[config.mk]
export PLATFORM = sky130hd
export DESIGN_NAME = id_ex_stage
export DESIGN_NICKNAME = d
export VERILOG_FILES = /design/src/rtl/id_ex_stage.sv
export SDC_FILE = /design/constraint.sdc
export NUM_CORES = 1
export LEC_CHECK = 0
export ABC_AREA = 1
export BUFFER_PORTS_ARGS = -buffer_cell sky130_fd_sc_hd__buf_2
export CAP_MARGIN = 25
export CORE_ASPECT_RATIO = 1.2
export CORE_UTILIZATION = 44
export CTS_CLUSTER_SIZE = 8
export DETAILED_ROUTE_END_ITERATION = 7
export GPL_ROUTABILITY_DRIVEN = 0
export MAX_ROUTING_LAYER = met4
export PLACE_DENSITY_LB_ADDON = 0.25
export SYNTH_ARGS = -nofsm -noshare
export SYNTH_HDL_FRONTEND = slang
export SYNTH_SLANG_ARGS = --single-unit
export TNS_END_PERCENT = 10
[constraint.sdc]
create_clock -name clk -period 1.6 [get_ports clk]
set_input_delay 0.08 -clock clk [delete_from_list [all_inputs] [get_ports clk]]
set_output_delay 0.08 -clock clk [all_outputs]
set_load 0.01 [all_outputs]
[src/rtl/id_ex_stage.sv]
`default_nettype none
// ============================================================================
// Module      : id_ex_stage
// Description : ID/EX pipeline register feeding the 32-bit ALU. Resolves
//               MEM/WB operand forwarding at capture time and inserts one
//               bubble on a load-use hazard. It has a valid/ready handshake,
//               flush support and a saturating hazard-stall counter.
// Revision    : 1.0 - initial release
// ============================================================================
module id_ex_stage #(
    parameter int XLEN  = 32,
    parameter int RA_W  = 5,
    parameter int CNT_W = 16
) (
    input  logic              clk,
    input  logic              rst_n,
    // decode-side handshake and operands
    input  logic              in_valid,
    output logic              in_ready,
    input  logic [RA_W-1:0]   in_rs1_addr,
    input  logic [RA_W-1:0]   in_rs2_addr,
    input  logic [XLEN-1:0]   in_rs1_data,
    input  logic [XLEN-1:0]   in_rs2_data,
    input  logic [XLEN-1:0]   in_imm,
    input  logic              in_use_imm,
    input  logic [3:0]        in_alu_op,
    input  logic [RA_W-1:0]   in_rd_addr,
    input  logic              in_reg_write,
    input  logic              in_mem_read,
    input  logic              in_mem_write,
    input  logic              in_branch,
    // pipeline control
    input  logic              flush,
    input  logic              ex_ready,
    // forwarding and hazard sources
    input  logic              mem_fwd_valid,
    input  logic [RA_W-1:0]   mem_fwd_rd,
    input  logic [XLEN-1:0]   mem_fwd_data,
    input  logic              ex_is_load,
    input  logic [RA_W-1:0]   ex_rd,
    input  logic              wb_fwd_valid,
    input  logic [RA_W-1:0]   wb_fwd_rd,
    input  logic [XLEN-1:0]   wb_fwd_data,
    // execute-side outputs
    output logic              out_valid,
    output logic [XLEN-1:0]   out_a,
    output logic [XLEN-1:0]   out_b,
    output logic [XLEN-1:0]   out_store_data,
    output logic [3:0]        out_alu_op,
    output logic [RA_W-1:0]   out_rd_addr,
    output logic              out_reg_write,
    output logic              out_mem_read,
    output logic              out_mem_write,
    output logic              out_branch,
    output logic [CNT_W-1:0]  stall_count
);

    // ------------------------------------------------------------------------
    // Registered state
    // ------------------------------------------------------------------------
    logic              valid_q;
    logic [XLEN-1:0]   a_q;
    logic [XLEN-1:0]   b_q;
    logic [XLEN-1:0]   store_data_q;
    logic [3:0]        alu_op_q;
    logic [RA_W-1:0]   rd_addr_q;
    logic              reg_write_q;
    logic              mem_read_q;
    logic              mem_write_q;
    logic              branch_q;
    logic [CNT_W-1:0]  stall_count_q;
    logic [CNT_W-1:0]  stall_count_d;

    // ------------------------------------------------------------------------
    // Combinational decode of hazard, handshake and forwarding
    // ------------------------------------------------------------------------
    logic              use_rs2;
    logic              hazard;
    logic              capture;
    logic              stall_cycle;
    logic [XLEN-1:0]   fwd_rs1;
    logic [XLEN-1:0]   fwd_rs2;
    logic [XLEN-1:0]   b_d;

    // Register 0 reads as zero and never forwards; MEM is younger than WB, so it wins.
    function automatic logic [XLEN-1:0] fwd_sel(
        input logic [RA_W-1:0] addr,
        input logic [XLEN-1:0] rf_data,
        input logic            m_valid,
        input logic [RA_W-1:0] m_rd,
        input logic [XLEN-1:0] m_data,
        input logic            w_valid,
        input logic [RA_W-1:0] w_rd,
        input logic [XLEN-1:0] w_data
    );
        logic [XLEN-1:0] res;
        if (addr == '0) begin
            res = '0;
        end else if (m_valid && (m_rd == addr)) begin
            res = m_data;
        end else if (w_valid && (w_rd == addr)) begin
            res = w_data;
        end else begin
            res = rf_data;
        end
        return res;
    endfunction

    // Hazard detection, ready generation and operand selection.
    always_comb begin
        // rs1 is always read; rs2 matters for register-register ops and stores.
        use_rs2     = ~in_use_imm | in_mem_write;
        hazard      = in_valid & ex_is_load & valid_q & (ex_rd != '0) &
                      ((in_rs1_addr == ex_rd) | (use_rs2 & (in_rs2_addr == ex_rd)));
        in_ready    = (~valid_q | ex_ready) & ~hazard & ~flush;
        capture     = in_valid & in_ready;
        stall_cycle = in_valid & ~in_ready & ~flush;

        fwd_rs1 = fwd_sel(in_rs1_addr, in_rs1_data, mem_fwd_valid, mem_fwd_rd,
                          mem_fwd_data, wb_fwd_valid, wb_fwd_rd, wb_fwd_data);
        fwd_rs2 = fwd_sel(in_rs2_addr, in_rs2_data, mem_fwd_valid, mem_fwd_rd,
                          mem_fwd_data, wb_fwd_valid, wb_fwd_rd, wb_fwd_data);
        b_d     = in_use_imm ? in_imm : fwd_rs2;

        stall_count_d = stall_count_q;
        if (stall_cycle && (stall_count_q != {CNT_W{1'b1}})) begin
            stall_count_d = stall_count_q + 1'b1;
        end
    end

    // Pipeline register: flush beats capture, capture beats drain, else hold.
    always_ff @(posedge clk or negedge rst_n) begin
        if (!rst_n) begin
            valid_q      <= 1'b0;
            a_q          <= '0;
            b_q          <= '0;
            store_data_q <= '0;
            alu_op_q     <= '0;
            rd_addr_q    <= '0;
            reg_write_q  <= 1'b0;
            mem_read_q   <= 1'b0;
            mem_write_q  <= 1'b0;
            branch_q     <= 1'b0;
        end else if (flush) begin
            // Data fields are left stale; only valid and side-effecting controls are killed.
            valid_q      <= 1'b0;
            reg_write_q  <= 1'b0;
            mem_read_q   <= 1'b0;
            mem_write_q  <= 1'b0;
            branch_q     <= 1'b0;
        end else if (capture) begin
            valid_q      <= 1'b1;
            a_q          <= fwd_rs1;
            b_q          <= b_d;
            store_data_q <= fwd_rs2;
            alu_op_q     <= in_alu_op;
            rd_addr_q    <= in_rd_addr;
            reg_write_q  <= in_reg_write;
            mem_read_q   <= in_mem_read;
            mem_write_q  <= in_mem_write;
            branch_q     <= in_branch;
        end else if (valid_q && ex_ready) begin
            valid_q      <= 1'b0;
        end
    end

    // Saturating count of cycles where decode was held off by a hazard or back-pressure.
    always_ff @(posedge clk or negedge rst_n) begin
        if (!rst_n) begin
            stall_count_q <= '0;
        end else begin
            stall_count_q <= stall_count_d;
        end
    end

    assign out_valid      = valid_q;
    assign out_a          = a_q;
    assign out_b          = b_q;
    assign out_store_data = store_data_q;
    assign out_alu_op     = alu_op_q;
    assign out_rd_addr    = rd_addr_q;
    assign out_reg_write  = reg_write_q;
    assign out_mem_read   = mem_read_q;
    assign out_mem_write  = mem_write_q;
    assign out_branch     = branch_q;
    assign stall_count    = stall_count_q;

endmodule
`default_nettype wire

==> results.tsv <==
stage	metric	value	unit
final_layout	drive_gt1_frac	0.285	
critical_path	worst_setup_path_end_kind	output pin	
synthesis	synth_area_leaders	sky130_fd_sc_hd__dfrtp_1, sky130_fd_sc_hd__nand2_1, sky130_fd_sc_hd__nand3_1, sky130_fd_sc_hd__nor2_1, sky130_fd_sc_hd__nand4_1	
sta	finalHoldViolCount	0	
final_layout	synthToLayoutAreaGrowth	42.6	%
clock_network	total_clock_sinks	126	
synthesis	ys.warnings.count	0	
pwr	max-vdd-ir-drop	0.000730	V
synthesis	synth-edff-count	0	
critical_path	cp_data_arrival_time	1450	ps
clock_network	clockBufferDepth	2	
clock_network	cts_root_buf	sky130_fd_sc_hd__clkbuf_16	
clock_network	tritoncts	built	
critical_path	r2r_start	stall_count[1]	
place	post-place-cells	1718	
detailed_routing	final_antenna_net_count	0	
synthesis	portion_of_the_post_synthesis_area_used_by_sequential_elements	0.400	
floorplanning	die_height	149	um
sta	final_critical_path_setup_slack	66.5	ps
sta	final.period_utilization	0.958	
clock_network	latest_clock_arrival_within_the_worst_skew_pair	420	ps
global_routing	grt_antenna_before_repair	5	
floorplanning	fp.dieArea	0.0185	sq mm
global_routing	globalRouteOverflowTotal	0	
synthesis	ys_seq_elements	126	
synthesis	yosysTopAreaCellShare	0.400	
detailed_routing	detailedRoute.firstIterationViolations	929	
synthesis	synth_area_leader_cell	sky130_fd_sc_hd__dfrtp_1	
final_layout	leading_cell_types_in_the_layout_fill_and_taps_excluded	sky130_fd_sc_hd__nand2_1, sky130_fd_sc_hd__buf_2, sky130_fd_sc_hd__nor2_1	
clock_network	number_of_levels_in_the_clock_h_tree	4	
detailed_routing	drt-vias-per-instance	5.46	
critical_path	timing.reg2reg.setup_slack	70	ps
critical_path	crit_path_start	out_valid	
sta	finalSetupViolCount	0	
global_routing	grt_first_pass_wirelength	49200	um
detailed_routing	routed_wl	31300	um
clock_network	number_of_buffers_created_by_cts	17	
synthesis	number_of_nets_in_the_synthesized_netlist	1406	
place	total_placed_instance_area	0.0101	sq mm
synthesis	syn-mean-instance-area	6.58	sq um
critical_path	r2r-end	stall_count[3]	
sta	fmaxAchievable	652	MHz
place	port-buffer-count	333	
min_path	hold_path.class	input pin to register	
critical_path	cp_data_required_time	1520	ps
sta	hold_slack	20.3	ps
pwr	powerDensity	993	mW/mm^2
clock_network	worst_setup_hold_path_clk_slew	60	ps
floorplanning	design.core.area	0.0175	sq mm
critical_path	criticalPathCategory	register to output pin	
floorplanning	row_count	53	
floorplanning	start_util	0.450	
detailed_routing	drc_errors	0	
detailed_routing	detailroute.via_count	9845	
place	dp_slack	17.4	ps
job	max_cap_viol_count	0	
pwr	fin_total_pwr	11.2	mW
final_layout	final_common_cell	sky130_fd_sc_hd__nand2_1	
floorplanning	die_w	124	um
global_routing	globalRouteTotalUtil	0.348	
synthesis	post_synth_num_cell_types	24	
global_routing	grt_max_degree	65	
sta	timing.slew.headroom	0.660	
min_path	min_path_cells	5	
critical_path	worstPathMaxFanout	4	
final_layout	final_design_area_no_fill	0.0112	sq mm
global_routing	first_global_vias	9409	
sta	period_minus_slack	1530	ps
outcome	status	finished, final reports clean	
final_layout	final_cell_count_no_fill	1804	
critical_path	worst_setup_path_endpoint	in_ready	
place	place_hpwl	22900	um
synthesis	mapped_area	0.00789	sq mm
sta	rsz0062_at_grt	yes	
detailed_routing	wl_per_cell	17.4	um
critical_path	start_kind	register	
final_layout	finalNetCount	1773	
sta	post_route_clock_skew	7.32	ps
critical_path	reg2regPathDepth	9	
sta	worstMarginPinSlew	510	ps
sta	report.final.slew_viol_count	0	
detailed_routing	detail_route.first_pass.iterations	7	
pwr	static-leakage-power	6.35	nW
floorplanning	ios	334	
synthesis	postSynthCellCount	1198	
synthesis	synth_top_flop_cell	sky130_fd_sc_hd__dfrtp_1	
synthesis	postSynth.asyncResetShare	1.00	
critical path: stages (launching register included):
cell                      delay [ps]
sky130_fd_sc_hd__dfrtp_2         440
sky130_fd_sc_hd__a21oi_2         130
sky130_fd_sc_hd__buf_4           150
sky130_fd_sc_hd__nand2_4          60
sky130_fd_sc_hd__buf_6           120
sky130_fd_sc_hd__inv_1            40
sky130_fd_sc_hd__buf_2           110
area by class of cell:
| cell class | instances | area, sq um |
|---|---|---|
| Sequential cell | 126 | 3160 |
| Timing Repair Buffer | 428 | 2710 |
| Clock inverter | 12 | 183 |
| Multi-Input combinational cell | 921 | 4180 |
| Antenna cell | 6 | 15.0 |
| Clock buffer | 20 | 457 |
| Tap cell | 220 | 275 |
| Inverter | 71 | 267 |
| Fill cell | 1611 | 6260 |
synth_stat cells (4+ instances only):
| cell | n |
|---|---|
| sky130_fd_sc_hd__nand3_1 | 149 |
| sky130_fd_sc_hd__nand4_1 | 82 |
| sky130_fd_sc_hd__inv_1 | 63 |
| sky130_fd_sc_hd__xnor2_1 | 7 |
| sky130_fd_sc_hd__inv_2 | 8 |
| sky130_fd_sc_hd__clkbuf_1 | 30 |
| sky130_fd_sc_hd__nor2_2 | 4 |
| sky130_fd_sc_hd__nor3_1 | 5 |
| sky130_fd_sc_hd__o21ai_0 | 9 |
| sky130_fd_sc_hd__dfrtp_1 | 126 |
| sky130_fd_sc_hd__buf_4 | 13 |
| sky130_fd_sc_hd__o21ai_1 | 64 |
| sky130_fd_sc_hd__nor2_1 | 153 |
| sky130_fd_sc_hd__nand2_1 | 434 |
| sky130_fd_sc_hd__buf_2 | 31 |
| sky130_fd_sc_hd__xor2_1 | 6 |
registers in the layout, summed over array words and instances, names as in the netlist:
| name | flops |
|---|---|
| out_reg_write | 1 |
| out_alu_op | 4 |
| out_branch | 1 |
| out_valid | 1 |
| stall_count | 16 |
| out_rd_addr | 5 |
| out_mem_read | 1 |
| out_store_data | 32 |
| out_b | 32 |
| out_mem_write | 1 |
| out_a | 32 |
report_power, final:
part	switching [mW]	leakage (nW)	internal (mW)	total, mW
registers	0.326	1.58	3.69	4.02
logic	1.74	4.46	1.19	2.93
clock network	1.51	0.303	2.70	4.22
total	3.58	6.35	7.59	11.2
routing by layer:
metal | vias up | GRT usage | wire, um
met5 | - | - | 0
met4 | 0 | 0.187 | 1580
met3 | 101 | 0.0658 | 2510
met2 | 568 | 0.552 | 14900
met1 | 4544 | 0.421 | 12300
li1 | 4632 | - | -
through the flow:
stage	TNS (ps)	utilization
2_1_floorplan	0	-
3_3_place_gp	0	0.575
3_5_place_dp	0	0.575
4_1_cts	0	0.638
5_1_grt	-640	0.642
6_report	0	0.642
worst min path at each step:
stage                          from         to
global route        in_rs1_data[21]  out_a[21]
global placement              rst_n  out_b[14]
finish                    in_imm[6]   out_b[6]
floorplan                     rst_n   out_a[0]
CTS                       in_imm[6]   out_b[6]
detailed placement            rst_n  out_b[16]
cells by family after synthesis:
kind of cell	synth area share
flops	0.400
xor+xnor	0.0144
compound gates	0.0505
buf+inv	0.0858
fa+ha+maj	0.00159
simple gates	0.448
repair_timing:
item / CTS / global route
pin swaps: 2 / 4
gates resized for setup: 3 / 14
buffers inserted: 2 / 2
setup endpoints to repair: 1 / 17
endpoints found under the hold margin: 88 / 0
hold buffers: 44 / 0
Note: power is estimated with default switching activity, not from simulation.
